`src/rtl/pc_sequencer_if.sv`:
```
// Decoder-to-sequencer bundle: command pulses and immediates in, fetch address and status out.
// The sequencer attaches to the slave modport; the decoder side uses master.
interface pc_sequencer_if #(
    parameter int PC_W        = 16,
    parameter int BR_IMM_W    = 6,
    parameter int J_IMM_W     = 12,
    parameter int STACK_DEPTH = 4
);
    localparam int CNT_W = $clog2(STACK_DEPTH) + 1;

    logic                i_clk_en;
    logic                i_branch_taken;
    logic [BR_IMM_W-1:0] i_branch_imm;
    logic                i_jump_taken;
    logic                i_jump_link;
    logic [J_IMM_W-1:0]  i_jump_imm;
    logic                i_return_cmd;
    logic                i_halt_cmd;
    logic                i_int_enable_cmd;
    logic                i_int_disable_cmd;
    logic                i_int_trigger_cmd;
    logic                i_ext_irq;
    logic                i_resume;
    logic [PC_W-1:0]     o_pc;
    logic                o_halted;
    logic                o_in_isr;
    logic                o_int_enabled;
    logic [CNT_W-1:0]    o_stack_count;
    logic                o_stack_overflow;
    logic                o_stack_underflow;

    modport master (
        output i_clk_en, i_branch_taken, i_branch_imm, i_jump_taken, i_jump_link,
               i_jump_imm, i_return_cmd, i_halt_cmd, i_int_enable_cmd,
               i_int_disable_cmd, i_int_trigger_cmd, i_ext_irq, i_resume,
        input  o_pc, o_halted, o_in_isr, o_int_enabled, o_stack_count,
               o_stack_overflow, o_stack_underflow
    );

    modport slave (
        input  i_clk_en, i_branch_taken, i_branch_imm, i_jump_taken, i_jump_link,
               i_jump_imm, i_return_cmd, i_halt_cmd, i_int_enable_cmd,
               i_int_disable_cmd, i_int_trigger_cmd, i_ext_irq, i_resume,
        output o_pc, o_halted, o_in_isr, o_int_enabled, o_stack_count,
               o_stack_overflow, o_stack_underflow
    );
endinterface

```
`src/rtl/pc_sequencer.sv`:
```
// Next-fetch-address sequencer with circular link stack shared by JL/RETURN and
// interrupt entry, plus a RUN/HALTED/ISR state machine.
module pc_sequencer #(
    parameter int              PC_W         = 16,
    parameter int              BR_IMM_W     = 6,
    parameter int              J_IMM_W      = 12,
    parameter int              STACK_DEPTH  = 4,
    parameter logic [PC_W-1:0] RESET_VECTOR = '0,
    parameter logic [PC_W-1:0] INT_VECTOR   = 'h0010
) (
    input  logic             clk,
    input  logic             reset,
    pc_sequencer_if.slave    bus
);
    localparam int PTR_W = $clog2(STACK_DEPTH);
    localparam int CNT_W = PTR_W + 1;
    localparam logic [CNT_W-1:0] FULL = CNT_W'(STACK_DEPTH);

    typedef enum logic [1:0] {ST_RUN = 2'd0, ST_HALTED = 2'd1, ST_ISR = 2'd2} state_t;

    state_t           r_state, w_state_nxt;
    logic [PC_W-1:0]  r_pc, w_pc_nxt;
    logic             r_int_en, w_int_en_nxt;
    logic [PTR_W-1:0] r_ptr, w_ptr_nxt;
    logic [CNT_W-1:0] r_cnt, w_cnt_nxt;
    logic             r_ovf, w_ovf_nxt;
    logic             r_unf, w_unf_nxt;
    logic [PC_W-1:0]  r_stack [STACK_DEPTH];

    logic [PC_W-1:0]  w_seq, w_br_tgt, w_j_tgt, w_pop_val, w_flow_nxt;
    logic             w_do_ret, w_do_jl, w_do_j, w_do_br, w_do_halt, w_pend;
    logic             w_wr1_en, w_wr2_en;
    logic [PTR_W-1:0] w_wr1_addr, w_wr2_addr;
    logic [PC_W-1:0]  w_wr2_data;
    logic [STACK_DEPTH-1:0] w_we1, w_we2;

    // Immediates are word offsets: sign-extend, then shift left by one.
    assign w_seq    = r_pc + PC_W'(2);
    assign w_br_tgt = w_seq + {{(PC_W-BR_IMM_W-1){bus.i_branch_imm[BR_IMM_W-1]}}, bus.i_branch_imm, 1'b0};
    assign w_j_tgt  = w_seq + {{(PC_W-J_IMM_W-1){bus.i_jump_imm[J_IMM_W-1]}}, bus.i_jump_imm, 1'b0};
    assign w_pop_val = (r_cnt == '0) ? w_seq : r_stack[r_ptr - PTR_W'(1)];

    assign w_do_ret  = bus.i_return_cmd;
    assign w_do_jl   = !w_do_ret && bus.i_jump_link;
    assign w_do_j    = !w_do_ret && !bus.i_jump_link && bus.i_jump_taken;
    assign w_do_br   = !w_do_ret && !bus.i_jump_link && !bus.i_jump_taken && bus.i_branch_taken;
    assign w_do_halt = !w_do_ret && !bus.i_jump_link && !bus.i_jump_taken && !bus.i_branch_taken
                       && bus.i_halt_cmd;
    assign w_pend    = r_int_en && (bus.i_ext_irq || bus.i_int_trigger_cmd) && (r_state != ST_ISR);

    assign w_flow_nxt = w_do_ret ? w_pop_val :
                        (w_do_jl || w_do_j) ? w_j_tgt :
                        w_do_br ? w_br_tgt : w_seq;

    // Up to two stack operations per cycle: the instruction's own push/pop,
    // followed by the interrupt-entry push landing on the updated pointer.
    always_comb begin
        w_state_nxt  = r_state;
        w_pc_nxt     = r_pc;
        w_int_en_nxt = bus.i_int_disable_cmd ? 1'b0 : (bus.i_int_enable_cmd ? 1'b1 : r_int_en);
        w_ptr_nxt    = r_ptr;
        w_cnt_nxt    = r_cnt;
        w_ovf_nxt    = r_ovf;
        w_unf_nxt    = r_unf;
        w_wr1_en     = 1'b0;
        w_wr1_addr   = r_ptr;
        w_wr2_en     = 1'b0;
        w_wr2_addr   = r_ptr;
        w_wr2_data   = w_flow_nxt;
        case (r_state)
            ST_RUN, ST_ISR: begin
                if (w_do_ret) begin
                    if (r_cnt == '0) begin
                        w_unf_nxt = 1'b1;
                    end else begin
                        w_ptr_nxt = r_ptr - PTR_W'(1);
                        w_cnt_nxt = r_cnt - CNT_W'(1);
                    end
                end else if (w_do_jl) begin
                    w_wr1_en  = 1'b1;
                    w_ptr_nxt = r_ptr + PTR_W'(1);
                    if (r_cnt == FULL) w_ovf_nxt = 1'b1;
                    else               w_cnt_nxt = r_cnt + CNT_W'(1);
                end
                if (w_pend) begin
                    w_wr2_en    = 1'b1;
                    w_wr2_addr  = w_ptr_nxt;
                    w_ptr_nxt   = w_ptr_nxt + PTR_W'(1);
                    if (w_cnt_nxt == FULL) w_ovf_nxt = 1'b1;
                    else                   w_cnt_nxt = w_cnt_nxt + CNT_W'(1);
                    w_pc_nxt    = INT_VECTOR;
                    w_state_nxt = ST_ISR;
                end else if (w_do_halt) begin
                    w_state_nxt = ST_HALTED;
                end else begin
                    w_pc_nxt = w_flow_nxt;
                    if (w_do_ret) w_state_nxt = ST_RUN;
                end
            end
            ST_HALTED: begin
                if (w_pend) begin
                    w_wr2_en    = 1'b1;
                    w_wr2_data  = w_seq;
                    w_ptr_nxt   = r_ptr + PTR_W'(1);
                    if (r_cnt == FULL) w_ovf_nxt = 1'b1;
                    else               w_cnt_nxt = r_cnt + CNT_W'(1);
                    w_pc_nxt    = INT_VECTOR;
                    w_state_nxt = ST_ISR;
                end else if (bus.i_resume) begin
                    w_pc_nxt    = w_seq;
                    w_state_nxt = ST_RUN;
                end
            end
            default: w_state_nxt = ST_RUN;
        endcase
    end

    always_ff @(posedge clk) begin
        if (reset) begin
            r_state  <= ST_RUN;
            r_pc     <= RESET_VECTOR;
            r_int_en <= 1'b0;
            r_ptr    <= '0;
            r_cnt    <= '0;
            r_ovf    <= 1'b0;
            r_unf    <= 1'b0;
        end else if (bus.i_clk_en) begin
            r_state  <= w_state_nxt;
            r_pc     <= {w_pc_nxt[PC_W-1:1], 1'b0};
            r_int_en <= w_int_en_nxt;
            r_ptr    <= w_ptr_nxt;
            r_cnt    <= w_cnt_nxt;
            r_ovf    <= w_ovf_nxt;
            r_unf    <= w_unf_nxt;
        end
    end

    for (genvar gi = 0; gi < STACK_DEPTH; gi++) begin : g_we
        assign w_we1[gi] = w_wr1_en && (w_wr1_addr == PTR_W'(gi));
        assign w_we2[gi] = w_wr2_en && (w_wr2_addr == PTR_W'(gi));
    end

    always_ff @(posedge clk) begin
        if (!reset && bus.i_clk_en) begin
            for (int i = 0; i < STACK_DEPTH; i++) begin
                if (w_we2[i])      r_stack[i] <= w_wr2_data;
                else if (w_we1[i]) r_stack[i] <= w_seq;
            end
        end
    end

    assign bus.o_pc              = r_pc;
    assign bus.o_halted          = (r_state == ST_HALTED);
    assign bus.o_in_isr          = (r_state == ST_ISR);
    assign bus.o_int_enabled     = r_int_en;
    assign bus.o_stack_count     = r_cnt;
    assign bus.o_stack_overflow  = r_ovf;
    assign bus.o_stack_underflow = r_unf;
endmodule

```
`src/flat_wrapper.sv`:
```
// flat-port wrapper written by rule: the top's interface ports become plain ports
module pc_sequencer_flat 
#(
    parameter int              PC_W         = 16,
    parameter int              BR_IMM_W     = 6,
    parameter int              J_IMM_W      = 12,
    parameter int              STACK_DEPTH  = 4,
    parameter logic [PC_W-1:0] RESET_VECTOR = '0,
    parameter logic [PC_W-1:0] INT_VECTOR   = 'h0010
)
  (clk, reset, bus_i_clk_en, bus_i_branch_taken, bus_i_branch_imm, bus_i_jump_taken, bus_i_jump_link, bus_i_jump_imm, bus_i_return_cmd, bus_i_halt_cmd, bus_i_int_enable_cmd, bus_i_int_disable_cmd, bus_i_int_trigger_cmd, bus_i_ext_irq, bus_i_resume, bus_o_pc, bus_o_halted, bus_o_in_isr, bus_o_int_enabled, bus_o_stack_count, bus_o_stack_overflow, bus_o_stack_underflow);
  pc_sequencer_if #(.PC_W(PC_W), .BR_IMM_W(BR_IMM_W), .J_IMM_W(J_IMM_W), .STACK_DEPTH(STACK_DEPTH)) bus_i ();
  input  logic clk;
  input  logic reset;
  input wire logic [$bits(bus_i.i_clk_en)-1:0] bus_i_clk_en;
  input wire logic [$bits(bus_i.i_branch_taken)-1:0] bus_i_branch_taken;
  input wire logic [$bits(bus_i.i_branch_imm)-1:0] bus_i_branch_imm;
  input wire logic [$bits(bus_i.i_jump_taken)-1:0] bus_i_jump_taken;
  input wire logic [$bits(bus_i.i_jump_link)-1:0] bus_i_jump_link;
  input wire logic [$bits(bus_i.i_jump_imm)-1:0] bus_i_jump_imm;
  input wire logic [$bits(bus_i.i_return_cmd)-1:0] bus_i_return_cmd;
  input wire logic [$bits(bus_i.i_halt_cmd)-1:0] bus_i_halt_cmd;
  input wire logic [$bits(bus_i.i_int_enable_cmd)-1:0] bus_i_int_enable_cmd;
  input wire logic [$bits(bus_i.i_int_disable_cmd)-1:0] bus_i_int_disable_cmd;
  input wire logic [$bits(bus_i.i_int_trigger_cmd)-1:0] bus_i_int_trigger_cmd;
  input wire logic [$bits(bus_i.i_ext_irq)-1:0] bus_i_ext_irq;
  input wire logic [$bits(bus_i.i_resume)-1:0] bus_i_resume;
  output wire logic [$bits(bus_i.o_pc)-1:0] bus_o_pc;
  output wire logic [$bits(bus_i.o_halted)-1:0] bus_o_halted;
  output wire logic [$bits(bus_i.o_in_isr)-1:0] bus_o_in_isr;
  output wire logic [$bits(bus_i.o_int_enabled)-1:0] bus_o_int_enabled;
  output wire logic [$bits(bus_i.o_stack_count)-1:0] bus_o_stack_count;
  output wire logic [$bits(bus_i.o_stack_overflow)-1:0] bus_o_stack_overflow;
  output wire logic [$bits(bus_i.o_stack_underflow)-1:0] bus_o_stack_underflow;
  assign bus_i.i_clk_en = bus_i_clk_en;
  assign bus_i.i_branch_taken = bus_i_branch_taken;
  assign bus_i.i_branch_imm = bus_i_branch_imm;
  assign bus_i.i_jump_taken = bus_i_jump_taken;
  assign bus_i.i_jump_link = bus_i_jump_link;
  assign bus_i.i_jump_imm = bus_i_jump_imm;
  assign bus_i.i_return_cmd = bus_i_return_cmd;
  assign bus_i.i_halt_cmd = bus_i_halt_cmd;
  assign bus_i.i_int_enable_cmd = bus_i_int_enable_cmd;
  assign bus_i.i_int_disable_cmd = bus_i_int_disable_cmd;
  assign bus_i.i_int_trigger_cmd = bus_i_int_trigger_cmd;
  assign bus_i.i_ext_irq = bus_i_ext_irq;
  assign bus_i.i_resume = bus_i_resume;
  assign bus_o_pc = bus_i.o_pc;
  assign bus_o_halted = bus_i.o_halted;
  assign bus_o_in_isr = bus_i.o_in_isr;
  assign bus_o_int_enabled = bus_i.o_int_enabled;
  assign bus_o_stack_count = bus_i.o_stack_count;
  assign bus_o_stack_overflow = bus_i.o_stack_overflow;
  assign bus_o_stack_underflow = bus_i.o_stack_underflow;
  pc_sequencer #(.PC_W(PC_W), .BR_IMM_W(BR_IMM_W), .J_IMM_W(J_IMM_W), .STACK_DEPTH(STACK_DEPTH), .RESET_VECTOR(RESET_VECTOR), .INT_VECTOR(INT_VECTOR)) u_core (.clk(clk), .reset(reset), .bus(bus_i));
endmodule
```
`config.mk`:
```
export PLATFORM = sky130hd
export DESIGN_NAME = pc_sequencer_flat
export DESIGN_NICKNAME = d
export VERILOG_FILES = /design/src/rtl/pc_sequencer_if.sv /design/src/rtl/pc_sequencer.sv /design/src/flat_wrapper.sv
export SDC_FILE = /design/constraint.sdc
export NUM_CORES = 1
export LEC_CHECK = 0
export CAP_MARGIN = 20
export CORE_ASPECT_RATIO = 1.2
export CORE_MARGIN = 2
export CORE_UTILIZATION = 60
export DETAILED_ROUTE_END_ITERATION = 12
export GPL_ROUTABILITY_DRIVEN = 1
export GPL_TIMING_DRIVEN = 1
export PLACE_DENSITY = 0.82
export SLEW_MARGIN = 20
export SYNTH_ARGS = -nofsm -noshare
export SYNTH_HDL_FRONTEND = slang
export SYNTH_SLANG_ARGS = --single-unit
```
`constraint.sdc`:
```
create_clock -name clk -period 4.8 [get_ports clk]
set_input_delay 1.44 -clock clk [delete_from_list [all_inputs] [get_ports clk]]
set_output_delay 1.44 -clock clk [all_outputs]
set_load 0.005 [all_outputs]
```
==> impl_metrics.csv <==
group,metric,value,unit
outcome,status,"complete, no violations",
clock_network,clkLatencyLatePin,0.35,ns
global_routing,overflow,0,
sta,period_minus_slack,4.22,ns
power_and_ir_drop,leakage,2.97,nW
floorplanning,dieArea,12400,um^2
sta,final_min_period_over_clock_period,0.878,
synth,synth_area_leaders,"edfxtp_1, ha_1, dfxtp_1, a21oi_1, mux4_2",
place,hpwl,17500,um
global_routing,grt.met3_usage,0.0668,
place,routabilityCongestion,1.05,
synth,yosysSeqAreaShare,0.334,
critical_path,cpMostUsedCell,"a21oi_1",
sta,max_slew_margin,0.311,
global_routing,grt_pass1_vias,6651,
clock_network,cts_buffers,9,
critical_path,setup.worst_path.start_class,"input port",
sta,fmax,0.237,GHz
clock_network,cts_setup_buffers,0,
detailed_routing,drc,0,
synth,synth_top_area_frac,0.261,
global_routing,gr-usage-met2,0.622,
critical_path,crit_fanout,7,
clock_network,post_cts_resize_count,0,
synth,synthArstFlopShare,0,
sta,hold_viol_final,0,
critical_path,critPathKind,"in2reg",
sta,tns,0,ns
global_routing,antenna_found_initial,0,
global_routing,grt_max_degree,29,
cells_and_area,diodes,0,
sta,rsz0062_at_grt,"false",
critical_path,critical_path.cell_chain,"clkdlybuf4s50_1 > ha_1 > a211oi_1 > nand2_1 > o21a_1 > a21oi_1 > xor2_1 > o221ai_1 > a21oi_1 > o22ai_1",
critical_path,worstSetupEndpointType,"flip-flop",
synth,synth_area_leader_cell,"edfxtp_1",
floorplanning,num_rows,42,
floorplanning,ios,55,
detailed_routing,post_drt_wl_per_cell,24.1,um
synth,mappedNetlistArea,6900,um^2
sta,worst-slew-pin-transition,1.03,ns
clock_network,path_clk_slew,0.07,ns
place,portBuffers,53,
synth,ys_types,78,
floorplanning,fp.dieW,102,um
power_and_ir_drop,power,2.66,mW
cells_and_area,final_layout_size_suffix_gt1_frac,0.131,
sta,skew,0.00957,ns
clock_network,clockRootBuffer,"clkbuf_16",
critical_path,crit_buf_inv,1,
sta,setup_viol,0,
global_routing,use_met1,0.496,
detailed_routing,drt_pass1_iterations,6,
synth,synth-edff-count,60,
cells_and_area,final_nets,899,
synth,postSynthAreaPerCell,9.06,um^2
floorplanning,core,11100,um^2
clock_network,cts_hold_buffers,0,
sta,slew_viol_final,0,
detailed_routing,routed_wl,23700,um
detailed_routing,avgViaCountPerCell,7.07,
synth,synth-seq-cells,85,
cells_and_area,synthToLayoutAreaGrowth,16.0,%
synth,yosys_warnings,0,
synth,synthCells,762,
clock_network,cts_tree,"yes",
critical_path,cp_top_family,"compound AO/OA/AOI/OAI gates",
critical_path,worst_ep_arrival_time,4.28,ns
critical_path,required,4.87,ns
floorplanning,start_util,0.620,
hold_path,hp-class,"reg2reg",
critical_path,slowest_delay,0.54,ns
detailed_routing,drt_iter0_markers,911,
power_and_ir_drop,irDropWorstVdd,0.188,mV
synth,synthFlopType,"edfxtp_1",
detailed_routing,postRouteAntennaNets,0,
global_routing,track_usage,0.394,
synth,synth_fp_nets,837,
critical_path,cpMaxStageDelayCell,"clkdlybuf4s50_1",
global_routing,grt_busiest_layer,"met2",
global_routing,grt_pass1_wl,36500,um
clock_network,cts.htree.levels,3,
clock_network,clock_path_buffers,2,
flow_run,drv_cap,0,
floorplanning,die_y,121,um
power_and_ir_drop,powerDensity,332,nW/um^2
clock_network,cts.sinks,85,
detailed_routing,num_vias,6950,
[flip-flops by register name (all words and copies together), names as in the netlist]
name and cells:
u_core.bus.o_int_enabled 1, u_core.bus.o_pc 15, u_core.bus.o_stack_count 3, u_core.bus.o_stack_overflow 1, u_core.bus.o_stack_underflow 1, u_core.r_ptr 2, u_core.r_stack 60, u_core.r_state 2
[stage by stage]
stage | hold slack (ns) | cells | cell area [um^2] | setup slack [ns] | util
2_1_floorplan | 0.460 | 762 | 6900 | 0.848 | -
3_3_place_gp | 0.451 | 967 | 7700 | 0.311 | 0.692
3_5_place_dp | 0.462 | 967 | 7700 | 0.256 | 0.692
4_1_cts | 0.477 | 983 | 8010 | 0.609 | 0.719
5_1_grt | 0.506 | 983 | 8010 | 0.326 | 0.719
6_report | 0.470 | 983 | 8010 | 0.584 | 0.719
[worst reg2reg max path: stages, from the launching register on]
cell	delay [ns]
dfxtp_1	0.46
and4_1	0.39
nand4_1	0.16
xor2_1	0.42
inv_1	0.31
ha_1	0.29
or2_2	0.30
a221o_1	0.27
a22oi_2	0.29
o21bai_1	0.10
a211oi_1	0.24
o31ai_1	0.15
a31oi_1	0.41
o22ai_1	0.15
[synthesized netlist by cell type, types with 12 or more instances]
cell type,count
a211oi_1,18
a21oi_1,74
clkbuf_1,20
dfxtp_1,25
edfxtp_1,60
ha_1,42
inv_1,30
mux2i_1,12
mux4_2,15
nand2_1,43
nand3_1,23
nor2_1,78
nor3_1,17
o21a_1,14
o21ai_0,61
o22ai_1,18
xnor2_1,17
xor2_1,14
[power breakdown]
part	total, mW	internal [mW]	switching (mW)	leakage, nW
combinational	1.05	0.427	0.620	2.09
clock	0.733	0.410	0.323	0.151
sequential	0.879	0.844	0.0358	0.726
total	2.66	1.68	0.978	2.97
[final timing paths]
check	slack [ns]	cells past startpoint	from	endpoint
worst max-delay path	0.58	10	bus_i_branch_imm[5]	u_core.r_stack[2][11]
worst min-delay path	0.47	2	u_core.bus.o_stack_overflow	u_core.bus.o_stack_overflow
worst max register to register	0.59	13	u_core.bus.o_pc[3]	u_core.r_stack[2][12]
worst min register to register	0.47	2	u_core.bus.o_stack_overflow	u_core.bus.o_stack_overflow
[area by class of cell]
class                           instances  area (um^2)
Clock buffer                            9          225
Fill cell                             840         3130
Multi-Input combinational cell        606         4280
Sequential cell                        85         2300
Clock inverter                          7         78.8
Timing Repair Buffer                   91          816
Tap cell                              154          193
Inverter                               31          116
[per-layer routing]
metal,share of wire,up-vias
met5,0,-
met4,0.083,0
met3,0.10,144
met2,0.46,584
met1,0.35,3209
li1,-,3013
[logic make-up after synthesis]
logic type,share of synthesized area
adders and majority gates,0.0819
AOI/OAI and AO/OA,0.261
and+or+nand+nor,0.155
xor gates and xnor gates,0.0433
other,0.000543
buffers and inverters,0.0477
muxes,0.0778
DFF,0.334
[placed cells by master, fill, tap and decap left out, drive strengths merged, types with 5 or more instances in the layout]
| cell type | instances |
|---|---|
| and3 | 11 |
| nor2b | 9 |
| a31oi | 8 |
| o22ai | 18 |
| nor3 | 17 |
| clkdlybuf4s50 | 53 |
| or2 | 8 |
| o21bai | 7 |
| o221a | 5 |
| mux2 | 7 |
| a211oi | 19 |
| o21a | 14 |
| buf | 38 |
| dfxtp | 25 |
| edfxtp | 60 |
| mux4 | 15 |
| clkbuf | 9 |
| a22oi | 7 |
| xnor2 | 18 |
| mux2i | 12 |
| a21o | 6 |
| nand4 | 5 |
| a21oi | 77 |
| o221ai | 6 |
| nand3 | 23 |
| and2 | 8 |
| nor2 | 78 |
| o211ai | 10 |
| ha | 42 |
| o21ai | 67 |
| nand2 | 43 |
| inv | 34 |
| xor2 | 14 |
(Power assumes the default switching activity.)
